### src/rtl/sq_cbrt_pkg.sv
`default_nettype none
// ============================================================================
// Package : sq_cbrt_pkg
// Shared widths, iteration count and FSM encoding for sq_cbrt_sum.
// Rev 1.0 : initial release
// ============================================================================
package sq_cbrt_pkg;

    localparam int OP_W       = 8;
    localparam int ROOT_W     = 4;
    localparam int RES_W      = 16;
    localparam int MULT_ITERS = 8;

    localparam logic [1:0] ST_IDLE   = 2'd0;
    localparam logic [1:0] ST_LAUNCH = 2'd1;
    localparam logic [1:0] ST_WAIT   = 2'd2;
    localparam logic [1:0] ST_ADD    = 2'd3;

endpackage : sq_cbrt_pkg
`default_nettype wire

### src/rtl/cbrt.sv
`default_nettype none
// ============================================================================
// Module  : cbrt
// Iterative integer cube root of an 8-bit value, start/busy handshake.
// Rev 1.0 : initial release
// ============================================================================
module cbrt (
    input  logic       clk,
    input  logic       reset,
    input  logic       start,
    input  logic [7:0] a,
    output logic       busy,
    output logic [3:0] root
);

    logic        busy_q;
    logic [3:0]  root_q;
    logic [7:0]  a_q;
    logic [3:0]  w_next;
    logic [11:0] w_cube;

    assign w_next = root_q + 4'd1;
    assign w_cube = 12'(w_next) * 12'(w_next) * 12'(w_next);

    // Step the candidate upward while its successor's cube still fits.
    always_ff @(posedge clk or posedge reset) begin
        if (reset) begin
            busy_q <= 1'b0;
            root_q <= '0;
            a_q    <= '0;
        end else if (start && !busy_q) begin
            busy_q <= 1'b1;
            root_q <= '0;
            a_q    <= a;
        end else if (busy_q) begin
            if (w_cube <= {4'd0, a_q}) begin
                root_q <= w_next;
            end else begin
                busy_q <= 1'b0;
            end
        end
    end

    assign busy = busy_q;
    assign root = root_q;

endmodule : cbrt
`default_nettype wire

### src/rtl/mult8.sv
`default_nettype none
// ============================================================================
// Module  : mult8
// 8x8 shift-add multiplier, one partial product per cycle, done pulse.
// Rev 1.0 : initial release
// ============================================================================
module mult8
    import sq_cbrt_pkg::*;
(
    input  logic             clk,
    input  logic             reset,
    input  logic             start_i,
    input  logic [OP_W-1:0]  x_i,
    input  logic [OP_W-1:0]  y_i,
    output logic             done_o,
    output logic [RES_W-1:0] product_o
);

    logic [RES_W-1:0] acc_q;
    logic [RES_W-1:0] mcand_q;
    logic [OP_W-1:0]  mplier_q;
    logic [3:0]       cnt_q;
    logic             active_q;
    logic             done_q;

    // The start edge already folds in bit 0, so done lands on the 8th edge.
    always_ff @(posedge clk or posedge reset) begin
        if (reset) begin
            acc_q    <= '0;
            mcand_q  <= '0;
            mplier_q <= '0;
            cnt_q    <= '0;
            active_q <= 1'b0;
            done_q   <= 1'b0;
        end else begin
            done_q <= 1'b0;
            if (start_i) begin
                acc_q    <= y_i[0] ? {8'd0, x_i} : '0;
                mcand_q  <= {7'd0, x_i, 1'b0};
                mplier_q <= {1'b0, y_i[OP_W-1:1]};
                cnt_q    <= 4'd1;
                active_q <= 1'b1;
            end else if (active_q) begin
                if (mplier_q[0]) begin
                    acc_q <= acc_q + mcand_q;
                end
                mcand_q  <= mcand_q << 1;
                mplier_q <= mplier_q >> 1;
                cnt_q    <= cnt_q + 4'd1;
                if (cnt_q == 4'(MULT_ITERS - 1)) begin
                    active_q <= 1'b0;
                    done_q   <= 1'b1;
                end
            end
        end
    end

    assign done_o    = done_q;
    assign product_o = acc_q;

endmodule : mult8
`default_nettype wire

### src/rtl/sq_cbrt_sum.sv
`default_nettype none
// ============================================================================
// Module  : sq_cbrt_sum
// Computes y = a*a + cbrt(b); square and cube root run concurrently.
// Rev 1.0 : initial release
// ============================================================================
module sq_cbrt_sum
    import sq_cbrt_pkg::*;
(
    input  logic             clk,
    input  logic             reset,
    input  logic             start,
    input  logic [OP_W-1:0]  a,
    input  logic [OP_W-1:0]  b,
    output logic             busy,
    output logic [RES_W-1:0] y
);

    logic [1:0]        state_q, state_d;
    logic [OP_W-1:0]   a_r_q, a_r_d;
    logic [OP_W-1:0]   b_r_q, b_r_d;
    logic              sq_done_q, sq_done_d;
    logic              rt_done_q, rt_done_d;
    logic              busy_q, busy_d;
    logic [RES_W-1:0]  y_q, y_d;

    logic              w_cbrt_start;
    logic              w_cbrt_busy;
    logic [ROOT_W-1:0] w_root;
    logic              w_mult_start;
    logic              w_mult_done;
    logic [RES_W-1:0]  w_product;

    always_comb begin
        state_d      = state_q;
        a_r_d        = a_r_q;
        b_r_d        = b_r_q;
        sq_done_d    = sq_done_q;
        rt_done_d    = rt_done_q;
        busy_d       = busy_q;
        y_d          = y_q;
        w_cbrt_start = 1'b0;
        w_mult_start = 1'b0;
        case (state_q)
            ST_IDLE: begin
                if (start) begin
                    a_r_d   = a;
                    b_r_d   = b;
                    busy_d  = 1'b1;
                    state_d = ST_LAUNCH;
                end
            end
            ST_LAUNCH: begin
                w_cbrt_start = 1'b1;
                w_mult_start = 1'b1;
                sq_done_d    = 1'b0;
                rt_done_d    = 1'b0;
                state_d      = ST_WAIT;
            end
            ST_WAIT: begin
                sq_done_d = sq_done_q | w_mult_done;
                rt_done_d = rt_done_q | ~w_cbrt_busy;
                if (sq_done_d && rt_done_d) begin
                    state_d = ST_ADD;
                end
            end
            ST_ADD: begin
                y_d     = w_product + {12'd0, w_root};
                busy_d  = 1'b0;
                state_d = ST_IDLE;
            end
            default: state_d = ST_IDLE;
        endcase
    end

    always_ff @(posedge clk or posedge reset) begin
        if (reset) begin
            state_q   <= ST_IDLE;
            a_r_q     <= '0;
            b_r_q     <= '0;
            sq_done_q <= 1'b0;
            rt_done_q <= 1'b0;
            busy_q    <= 1'b0;
            y_q       <= '0;
        end else begin
            state_q   <= state_d;
            a_r_q     <= a_r_d;
            b_r_q     <= b_r_d;
            sq_done_q <= sq_done_d;
            rt_done_q <= rt_done_d;
            busy_q    <= busy_d;
            y_q       <= y_d;
        end
    end

    mult8 u_mult8 (
        .clk       (clk),
        .reset     (reset),
        .start_i   (w_mult_start),
        .x_i       (a_r_q),
        .y_i       (a_r_q),
        .done_o    (w_mult_done),
        .product_o (w_product)
    );

    cbrt u_cbrt (
        .clk   (clk),
        .reset (reset),
        .start (w_cbrt_start),
        .a     (b_r_q),
        .busy  (w_cbrt_busy),
        .root  (w_root)
    );

    assign busy = busy_q;
    assign y    = y_q;

endmodule : sq_cbrt_sum
`default_nettype wire

### config.mk
export PLATFORM = sky130hd
export DESIGN_NAME = sq_cbrt_sum
export DESIGN_NICKNAME = d
export VERILOG_FILES = /design/src/rtl/sq_cbrt_pkg.sv /design/src/rtl/cbrt.sv /design/src/rtl/mult8.sv /design/src/rtl/sq_cbrt_sum.sv
export SDC_FILE = /design/constraint.sdc
export NUM_CORES = 1
export LEC_CHECK = 0
export ABC_AREA = 1
export CAP_MARGIN = 20
export CORE_MARGIN = 5
export CORE_UTILIZATION = 60
export DETAILED_ROUTE_END_ITERATION = 8
export GPL_TIMING_DRIVEN = 0
export PLACE_DENSITY = 0.8
export SLEW_MARGIN = 20
export SYNTH_ARGS = -nofsm -noshare
export SYNTH_HDL_FRONTEND = slang
export SYNTH_SLANG_ARGS = --single-unit
### constraint.sdc
create_clock -name clk -period 6 [get_ports clk]
set_input_delay 0.9 -clock clk [delete_from_list [all_inputs] [get_ports clk]]
set_output_delay 0.9 -clock clk [all_outputs]
set_load 0.05 [all_outputs]
==> flow_summary.json, run 1 <==
{
  "syn_area_mm2": 0.006156,
  "cp-end-kind": "flop",
  "globalplace.congestion": 0.9224,
  "ys_types": 39,
  "drt_drc_violations_left": 0,
  "drt_iter0_drc": 400,
  "p_sw_mw": 2.011,
  "p_total_mw": 3.976,
  "syn_inst": 805,
  "first_pass_iters": 5,
  "synthesis.nets": 889,
  "hpwlAfterDp_mm": 10.81,
  "vdd_drop_max_uv": 306.5,
  "cts_made_buffers": 9,
  "period_minus_slack_ns": 5.478,
  "crit_fanout": 8,
  "synth.avg_cell_area_um2": 7.647,
  "dpl_worst_slack_ns": 0.6351,
  "synthTopCellsByCount": "nand2_1, inv_1, dfrtp_1",
  "num-nets-final": 936,
  "cts.hold.buffers_added": 0,
  "grt-ovfl-total": 0,
  "intPower_mw": 1.965,
  "fin_crit_sh_pct": 91.29,
  "switching_share_pct": 50.58,
  "rsz0062_at_grt": "no",
  "synthTopCellsByArea": "dfrtp_1, nand2_1, ha_1, inv_1, nand3_1",
  "maxCapViolCount": 0,
  "grt_usage_pct": 23.18,
  "rows": 37,
  "leakage_nw": 3.593,
  "yosysWarnings": 0,
  "synth-async-reset-ratio_pct": 100.0,
  "die_w_um": 111.3,
  "seqPwrFrac_pct": 28.7,
  "coreArea_mm2": 0.01018,
  "wl_per_cell_um": 13.74,
  "worst_pin_slew_ns": 0.6490,
  "fmax_ghz": 0.1826,
  "post_cts_resize_count": 0,
  "powerDensity_mw_per_mm2": 575.1,
  "antenna_left": 0,
  "crit_top_cell": "nand2_1",
  "regToRegStartpoint": "u_cbrt.root[0]",
  "cts_tree": "done",
  "relSlewSlack_pct": 56.57,
  "die_h_um": 111.3,
  "post-route-cell-area_mm2": 0.006914,
  "criticalPathCategory": "reg2reg",
  "multiInputGateArea_mm2": 0.003229,
  "ys_seq_elements": 94,
  "p_comb_share_pct": 60.4,
  "postCtsSetupRepairBufs": 0,
  "synthFlopType": "dfrtp_1",
  "initial_core_util_pct": 60.44,
  "cts_root_buf": "clkbuf_8",
  "synth_top_cell_by_area": "dfrtp_1",
  "hold_violations": 0,
  "vias": 5345,
  "min-delay-start": "y[0]",
  "setup_viol": 0,
  "drt-vias-per-instance": 5.383,
  "synthDominantCellAreaShare_pct": 38.21,
  "yosysMostFrequentCell": "nand2_1",
  "grt_start_max_net_pins": 63,
  "slowest_stage": "fa_1",
  "startpoint": "u_cbrt.root[0]",
  "cts-htree-levels": 3,
  "syn_to_final_growth_pct": 12.32,
  "layout-drive-gt1-share_pct": 4.784,
  "dieArea_mm2": 0.01239,
  "dp.cells": 977,
  "insertedDiodeCount": 0,
  "port_buffers": 35,
  "fin_tns_setup_ns": 0,
  "worstPathRequired_ns": 6.25,
  "cp_slowest_stage_delay_ns": 0.53,
  "cts.sinks": 94,
  "fin_ws_ns": 0.5224,
  "cp-start-kind": "flop",
  "regArea_mm2": 0.002352,
  "clkTransAtPathRegs_ns": 0.09,
  "ios": 36,
  "power.share.clock_pct": 10.9,
  "synth_edf_count": 0,
  "clkLatencyLatePin_ns": 0.36,
  "final_cells": 993,
  "grt_pass1_wl_mm": 23.92,
  "worstPathArrival_ns": 5.73,
  "cts_buffer_depth": 2,
  "worstHoldPathType": "reg2reg",
  "grt_pass1_vias": 5310,
  "fillers": 865,
  "antenna_found_initial": 0,
  "outcome": "complete, no violations",
  "routed_wl_mm": 13.64,
  "skew_ns": 0.01128,
  "ys_seq_area_share_pct": 38.21,
  "timing.final.max_slew_violations": 0,
  "postPlaceCellArea_mm2": 0.006706
}
-- logic make-up (layout without fill, tap and decap cells) --
group / after synthesis / after routing / synth area share [%]
compound gates: 118 / 118 / 11.12
xor+xnor: 13 / 13 / 1.972
fa+ha+maj: 65 / 65 / 14.55
buf+inv: 149 / 201 / 9.329
flops: 94 / 94 / 38.21
simple gates: 366 / 366 / 24.82
-- power groups by stage --
| stage | clock [mW] | sequential (mW) | combinational, mW |
|---|---|---|---|
| floorplan | 0 | 1.27 | 1.63 |
| global placement | 0 | 1.13 | 2.28 |
| detailed placement | 0 | 1.15 | 2.39 |
| CTS | 0.444 | 1.13 | 2.41 |
| global route | 0.475 | 1.17 | 2.73 |
| finish | 0.434 | 1.14 | 2.40 |
-- layer usage --
layer | up-vias | track usage, % | share of wire (%)
met5 | - | 0 | 0
met4 | 0 | 6.245 | 1.3
met3 | 16 | 3.930 | 4.9
met2 | 127 | 38.44 | 47
met1 | 2498 | 31.58 | 46
li1 | 2704 | - | -
-- cell usage in the layout, fill, tap and decap left out, drive strengths merged --
master,synthesis,final
or2,1,1
nor3,7,7
a31oi,11,11
o211ai,5,5
ha,54,54
o31ai,1,1
bufinv,0,1
dfrtp,94,94
a21oi,28,28
a22oi,1,1
a21o,3,3
xor2,8,8
nand4,8,8
xnor2,5,5
o21ai,47,47
nor4,1,1
fa,11,11
nand3b,3,3
clkinv,4,8
clkbuf,7,17
inv,131,132
o22ai,12,12
nand2,222,222
clkdlybuf4s50,0,35
o21bai,2,2
o311ai,1,1
o221ai,7,7
buf,7,8
nand3,55,55
nor2,69,69
-- stage by stage --
stage,util (%),hold WS (ns)
after floorplan,-,0.4360
final,67.89,0.4766
after global routing,67.89,0.5180
after detailed placement,65.85,0.4604
after global placement,65.55,0.4605
after CTS,67.89,0.4831
-- worst max-delay path, delay by kind of cell (launching register included) --
kind	cells	cell delay, ns
simple gates	14	1.22
buf+inv	6	0.65
flops	1	0.47
compound gates	1	0.18
xor+xnor	2	0.45
fa+ha+maj	6	2.40
-- registers in the layout, indices dropped and copies added, names as in the netlist --
name               count
u_mult8.product_o     16
y                     16
u_mult8.mcand_q       15
a_r_q                  8
b_r_q                  8
u_cbrt.a_q             8
u_mult8.mplier_q       7
u_cbrt.root            4
u_mult8.cnt_q          4
state_q                2
busy                   1
rt_done_q              1
sq_done_q              1
u_cbrt.busy            1
u_mult8.active_q       1
u_mult8.done_o         1
-- final cells by class --
cell class                      count  area share, %
Multi-Input combinational cell    562          46.71
Timing Repair Buffer               36          5.465
Inverter                          135          7.419
Sequential cell                    94          34.02
Tap cell                          136          2.461
Clock inverter                      6          1.013
Clock buffer                       10          1.991
Buffer                             14         0.9229
-- worst paths after layout --
check                      depth (start not counted)                     to  slack (ns)
max                                               29         u_cbrt.root[0]        0.52
min                                                2                   y[0]        0.48
max reg2reg                                       29         u_cbrt.root[0]        0.52
min reg2reg                                        2                   y[0]        0.48
max in group asynchronous                          3  u_mult8.product_o[14]        4.46
min in group asynchronous                          2          u_cbrt.a_q[7]        0.90
(Power assumes the default switching activity.)
==> run 2, diff against run 1 <==
--- a/config.mk
+++ b/config.mk
@@ -6,12 +6,13 @@
 export NUM_CORES = 1
 export LEC_CHECK = 0
 export ABC_AREA = 1
-export CAP_MARGIN = 20
+export CELL_PAD_IN_SITES_DETAIL_PLACEMENT = 1
+export CELL_PAD_IN_SITES_GLOBAL_PLACEMENT = 2
 export CORE_MARGIN = 5
-export CORE_UTILIZATION = 60
+export CORE_UTILIZATION = 36
 export DETAILED_ROUTE_END_ITERATION = 8
 export GPL_TIMING_DRIVEN = 0
-export PLACE_DENSITY = 0.8
+export PLACE_DENSITY_LB_ADDON = 0.1
 export SLEW_MARGIN = 20
 export SYNTH_ARGS = -nofsm -noshare
 export SYNTH_HDL_FRONTEND = slang
==> run 2 against run 1 <==
  * Critical endpoint is now u_cbrt.root[3]
  * Wire length is 19% higher
  * Global-route usage fell by 6.1 points
  * Core utilization fell by 25 points
  * Largest power group unchanged
  * Highest routed layer unchanged
  * Flip-flop and latch count is the same
  * Total power increased by 5.0%
  * Count of clock-buffer cells in the layout is 1 higher
  * Critical path depth unchanged
==> flow_summary.json, run 2 (synthesis results as in run 1) <==
{
  "grt-ovfl-total": 0,
  "startpoint": "u_cbrt.root[0]",
  "fin_crit_sh_pct": 92.42,
  "insertedDiodeCount": 0,
  "antenna_left": 0,
  "fmax_ghz": 0.1803,
  "initial_core_util_pct": 36.86,
  "cp-end-kind": "flop",
  "gr-usage-met3_pct": 2.337,
  "worstPathRequired_ns": 6.23,
  "setup_viol": 0,
  "cp-start-kind": "flop",
  "cp_slowest_stage_delay_ns": 0.54,
  "fin_tns_setup_ns": 0,
  "mostFrequentLayoutCell": "nand2_1",
  "drt_drc_violations_left": 0,
  "final_cell_mix": "nand2_1, inv_1, dfrtp_1",
  "antenna_found_initial": 0,
  "powerDensity_mw_per_mm2": 586.9,
  "worstHoldPathType": "reg2reg",
  "postPlaceCellArea_mm2": 0.006814,
  "regArea_mm2": 0.002352,
  "vdd_drop_max_uv": 231.7,
  "cts_root_buf": "clkbuf_16",
  "syn_to_final_growth_pct": 15.59,
  "grt-busiest-layer": "met2",
  "path_buf_inv": 6,
  "grt_pass1_wl_mm": 27.61,
  "vias": 5267,
  "fillers": 2046,
  "grt_start_max_net_pins": 50,
  "worst_pin_slew_ns": 0.7317,
  "grt_usage_pct": 17.03,
  "leakage_nw": 3.628,
  "port_buffers": 35,
  "reg2regPathDepth": 29,
  "reg2reg_to": "u_cbrt.root[3]",
  "timing.final.max_slew_violations": 0,
  "cts_buffer_depth": 2,
  "post-route-cell-area_mm2": 0.007116,
  "num-nets-final": 936,
  "cts.hold.buffers_added": 0,
  "clkLatencyLatePin_ns": 0.35,
  "rows": 47,
  "cts.sinks": 94,
  "worstPathArrival_ns": 5.78,
  "grt_pass1_vias": 5592,
  "first_pass_iters": 4,
  "routed_wl_mm": 16.26,
  "critPathCapture": "u_cbrt.root[3]",
  "relSlewSlack_pct": 51.04,
  "ios": 36,
  "globalplace.congestion": 0.8231,
  "wl_per_cell_um": 15.10,
  "outcome": "complete, no violations",
  "maxCapViolCount": 0,
  "drt_iter0_drc": 179,
  "regToRegStartpoint": "u_cbrt.root[0]",
  "multiInputGateArea_mm2": 0.003229,
  "criticalPathCategory": "reg2reg",
  "coreArea_mm2": 0.01670,
  "rsz0062_at_grt": "no",
  "reg2reg_slack_ns": 0.45,
  "post_cts_resize_count": 0,
  "path_depth": 29,
  "drt-vias-per-instance": 4.890,
  "layout-drive-gt1-share_pct": 4.667,
  "die_h_um": 140.8,
  "grt.met1_usage_pct": 24.19,
  "period_minus_slack_ns": 5.545,
  "postCtsSetupRepairBufs": 0,
  "use_met2_pct": 27.65,
  "hold_violations": 0,
  "crit_fanout": 8,
  "die_w_um": 140.8,
  "cp_top_family": "adder cells",
  "cts_made_buffers": 9,
  "cts-htree-levels": 3,
  "p_total_mw": 4.176,
  "clkTransAtPathRegs_ns": 0.07,
  "skew_ns": 0.01197,
  "hpwlAfterDp_mm": 13.19,
  "slowest_stage": "fa_1",
  "cts_tree": "done",
  "dieArea_mm2": 0.01981
}
## run 2: cell count changes in the layout (fill, tap and decap cells not counted), sizes merged
cell and change:
inv -1, clkinvlp +2, clkinv -2, clkbuf +1
## run 2: area by class of cell
| cell class | instances | share of cell area, % |
|---|---|---|
| Buffer | 14 | 0.8968 |
| Clock buffer | 11 | 3.411 |
| Clock inverter | 5 | 0.8264 |
| Inverter | 135 | 7.245 |
| Multi-Input combinational cell | 562 | 45.38 |
| Sequential cell | 94 | 33.06 |
| Tap cell | 220 | 3.868 |
| Timing Repair Buffer | 36 | 5.310 |
## run 2: worst min path at each step
stage / start / to / slack, ns / cells past startpoint
3_5_place_dp: y[15] / y[15] / 0.47 / 2
2_1_floorplan: u_mult8.cnt_q[3] / u_mult8.cnt_q[3] / 0.44 / 1
6_report: u_mult8.cnt_q[3] / u_mult8.cnt_q[3] / 0.47 / 1
4_1_cts: u_mult8.cnt_q[3] / u_mult8.cnt_q[3] / 0.47 / 1
3_3_place_gp: y[0] / y[0] / 0.46 / 2
5_1_grt: u_mult8.cnt_q[3] / u_mult8.cnt_q[3] / 0.49 / 1
## run 2: power breakdown
part	internal (mW)	switching (mW)
clock network	0.335	0.246
registers	0.918	0.238
logic	0.845	1.60
## run 2: worst register-to-register path: cells and delay by family, from the launching register on
kind / cells / cell delay (ns)
XOR/XNOR: 2 / 0.42
AO/OA/AOI/OAI: 1 / 0.18
buffers and inverters: 6 / 0.69
AND/OR/NAND/NOR: 14 / 1.24
adder cells (fa/ha/maj): 6 / 2.39
flip-flops: 1 / 0.51
## run 2: per-layer routing
layer  wire length (um)  vias up
li1                   -     2690
met1               8445     2524
met2               7341       42
met3                310       11
met4                160        0
met5                  0        -
## run 2: through the flow
stage	hold WS (ns)	utilization, %	cells	worst slack (ns)
floorplan	0.4360	-	805	1.201
global placement	0.4604	40.61	1060	0.5537
detailed placement	0.4655	40.80	1061	0.4966
CTS	0.4749	42.61	1077	0.4170
global route	0.4923	42.61	1077	0.1191
finish	0.4710	42.61	1077	0.4545
==> run 3, diff against run 2 <==
--- a/config.mk
+++ b/config.mk
@@ -13,7 +13,10 @@
 export DETAILED_ROUTE_END_ITERATION = 8
 export GPL_TIMING_DRIVEN = 0
 export PLACE_DENSITY_LB_ADDON = 0.1
+export SKIP_CTS_REPAIR_TIMING = 1
 export SLEW_MARGIN = 20
 export SYNTH_ARGS = -nofsm -noshare
 export SYNTH_HDL_FRONTEND = slang
+export SYNTH_HIERARCHICAL = 1
 export SYNTH_SLANG_ARGS = --single-unit
+export TNS_END_PERCENT = 5
==> run 3 against run 2 <==
  * Sequential share of layout area decreased by 1.7 points
  * Flip-flop and latch count unchanged
  * Count of clock-buffer cells in the layout down 2
  * First-iteration DRC count down 29%
  * Synthesized area rose by 6.5%
  * Non-clock buffer count stayed put
  * Cell count up 7.6%
  * Critical path depth did not move
  * Via count rose by 7.2%
  * Die area increased by 6.0%
  * Clock skew decreased by 0.0012 ns
  * Sequential power about the same
  * Largest cell class unchanged
  * Highest routed layer unchanged
==> flow_summary.json, run 3 <==
{
  "clkTransAtPathRegs_ns": 0.07,
  "worstPathRequired_ns": 6.23,
  "cts_buffer_depth": 2,
  "antenna_found_initial": 0,
  "fin_util_pct": 41.80,
  "dieArea_mm2": 0.02100,
  "syn_inst": 878,
  "grt_pass1_wl_mm": 29.61,
  "crit_fanout": 9,
  "wl_per_cell_um": 14.63,
  "wl_met3_um": 412,
  "syn_to_final_growth_pct": 14.57,
  "postPlaceCellArea_mm2": 0.007238,
  "final_cell_mix": "nand2_1, inv_1, dfrtp_1",
  "relSlewSlack_pct": 61.20,
  "power.share.clock_pct": 12.5,
  "cp-end-kind": "flop",
  "ios": 36,
  "wl_met2_mm": 7.754,
  "ys_seq_area_share_pct": 35.89,
  "reg2regPathDepth": 29,
  "grt-ovfl-total": 0,
  "p_total_mw": 4.300,
  "regArea_mm2": 0.002352,
  "fillers": 2283,
  "grt_start_max_net_pins": 31,
  "synth-async-reset-ratio_pct": 100.0,
  "port_buffers": 35,
  "intPower_mw": 2.110,
  "cts_root_buf": "clkbuf_16",
  "worst_pin_slew_ns": 0.5791,
  "synth.avg_cell_area_um2": 7.464,
  "multiInputGateArea_mm2": 0.003543,
  "reg2reg_to": "u_cbrt/root[2]",
  "cp_slowest_stage_delay_ns": 0.54,
  "drt_drc_violations_left": 0,
  "cts.sinks": 94,
  "setup_viol": 0,
  "initial_core_util_pct": 36.48,
  "cts_made_buffers": 9,
  "hold_violations": 0,
  "fin_tns_setup_ns": 0,
  "rsz0062_at_grt": "no",
  "skew_ns": 0.01075,
  "drt_iter0_drc": 127,
  "grt_usage_pct": 16.87,
  "synth_edf_count": 0,
  "regToRegStartpoint": "u_cbrt/root[0]",
  "insertedDiodeCount": 0,
  "mostFrequentLayoutCell": "nand2_1",
  "timing.final.max_slew_violations": 0,
  "synthTopCellsByCount": "nand2_1, inv_1, dfrtp_1",
  "topRoutingLayerUsed": "met4",
  "leakage_nw": 3.999,
  "period_minus_slack_ns": 5.643,
  "worstPathArrival_ns": 5.87,
  "vias": 5646,
  "ys_seq_elements": 94,
  "cts_tree": "done",
  "globalplace.congestion": 0.8110,
  "post-route-cell-area_mm2": 0.007508,
  "coreArea_mm2": 0.01796,
  "first_pass_iters": 4,
  "powerDensity_mw_per_mm2": 572.6,
  "worstHoldPathType": "reg2reg",
  "ys_types": 47,
  "layout-drive-gt1-share_pct": 8.280,
  "clkLatencyLatePin_ns": 0.35,
  "reg2reg_slack_ns": 0.36,
  "cp-start-kind": "flop",
  "drt-vias-per-instance": 4.871,
  "crit_top_cell": "nand2_1",
  "fmax_ghz": 0.1772,
  "yosysMostFrequentCell": "nand2_1",
  "cts-htree-levels": 3,
  "hpwlAfterDp_mm": 14.14,
  "vdd_drop_max_uv": 232.5,
  "p_sw_mw": 2.190,
  "p_comb_share_pct": 60.3,
  "criticalPathCategory": "reg2reg",
  "outcome": "complete, no violations",
  "yosysWarnings": 6,
  "synthDominantCellAreaShare_pct": 35.89,
  "seqPwrFrac_pct": 27.2,
  "die_w_um": 144.9,
  "synth_top_cell_by_area": "dfrtp_1",
  "maxCapViolCount": 0,
  "die_h_um": 144.9,
  "synthTopCellsByArea": "dfrtp_1, nand2_1, ha_1, inv_1, nand3_1",
  "slowest_stage": "fa_1",
  "switching_share_pct": 50.94,
  "routed_wl_mm": 16.96,
  "synthesis.nets": 960,
  "antenna_left": 0,
  "fin_crit_sh_pct": 94.06,
  "grt_pass1_vias": 6093,
  "num-nets-final": 1008,
  "critPathCapture": "u_cbrt/root[2]",
  "synthFlopType": "dfrtp_1",
  "timing.hold.ws_ns": 0.4783,
  "syn_area_mm2": 0.006554,
  "startpoint": "u_cbrt/root[0]",
  "rows": 49,
  "wl_met1_mm": 8.493
}
## run 3: layout make-up
type                       count  share of cell area [%]
buffer                        13                   1.133
clock buffer                   9                   3.000
clock inverter                 6                  0.5999
inverter                     152                   7.632
multi-input combinational    619                   47.19
sequential                    94                   31.33
tap                          229                   3.816
timing repair buffer          37                   5.299
## run 3: cell families after synthesis
family                     after synthesis  share of synthesized area, %
and+or+nand+nor                        461                         30.99
buffers and inverters                  165                         10.04
DFF                                     94                         35.89
AOI/OAI and AO/OA                       84                         8.057
adders and majority gates               63                         13.29
xor gates and xnor gates                10                         1.566
muxes                                    1                        0.1718
## run 3: how the worst min path moves through the flow
stage | from | end | slack [ns] | cells past startpoint
after floorplan | u_mult8/cnt_q[3] | u_mult8/done_o | 0.44 | 1
after global placement | y[0] | y[0] | 0.46 | 2
after detailed placement | b_r_q[3] | b_r_q[3] | 0.47 | 2
after CTS | y[9] | y[9] | 0.49 | 2
after global routing | y[12] | y[12] | 0.50 | 2
final | y[12] | y[12] | 0.48 | 2
## run 3: per-stage QoR
step                std cells  worst slack (ns)
floorplan                 878             1.257
global placement         1142            0.5717
detailed placement       1144            0.3848
CTS                      1159            0.3325
global route             1159           0.04509
finish                   1159            0.3566
## run 3: power groups by stage
stage          clock [mW]  sequential (mW)  combinational [mW]
2_1_floorplan           0             1.26                1.79
3_3_place_gp            0             1.17                2.53
3_5_place_dp            0             1.18                2.62
4_1_cts             0.557             1.17                2.64
5_1_grt             0.585             1.21                2.97
6_report            0.536             1.17                2.59
## run 3: critical path: cells and delay by family, from the launching register on
| kind | cells | cell delay (ns) |
|---|---|---|
| DFF | 1 | 0.50 |
| buffers and inverters | 6 | 0.69 |
| xor gates and xnor gates | 1 | 0.15 |
| and+or+nand+nor | 15 | 1.57 |
| adders and majority gates | 6 | 2.42 |
| AOI/OAI and AO/OA | 1 | 0.18 |
## run 3: per-layer routing
metal,track usage [%],vias to the layer above
li1,-,2868
met1,23.54,2701
met3,2.526,23
met2,27.12,54
met5,0,-
met4,5.179,0
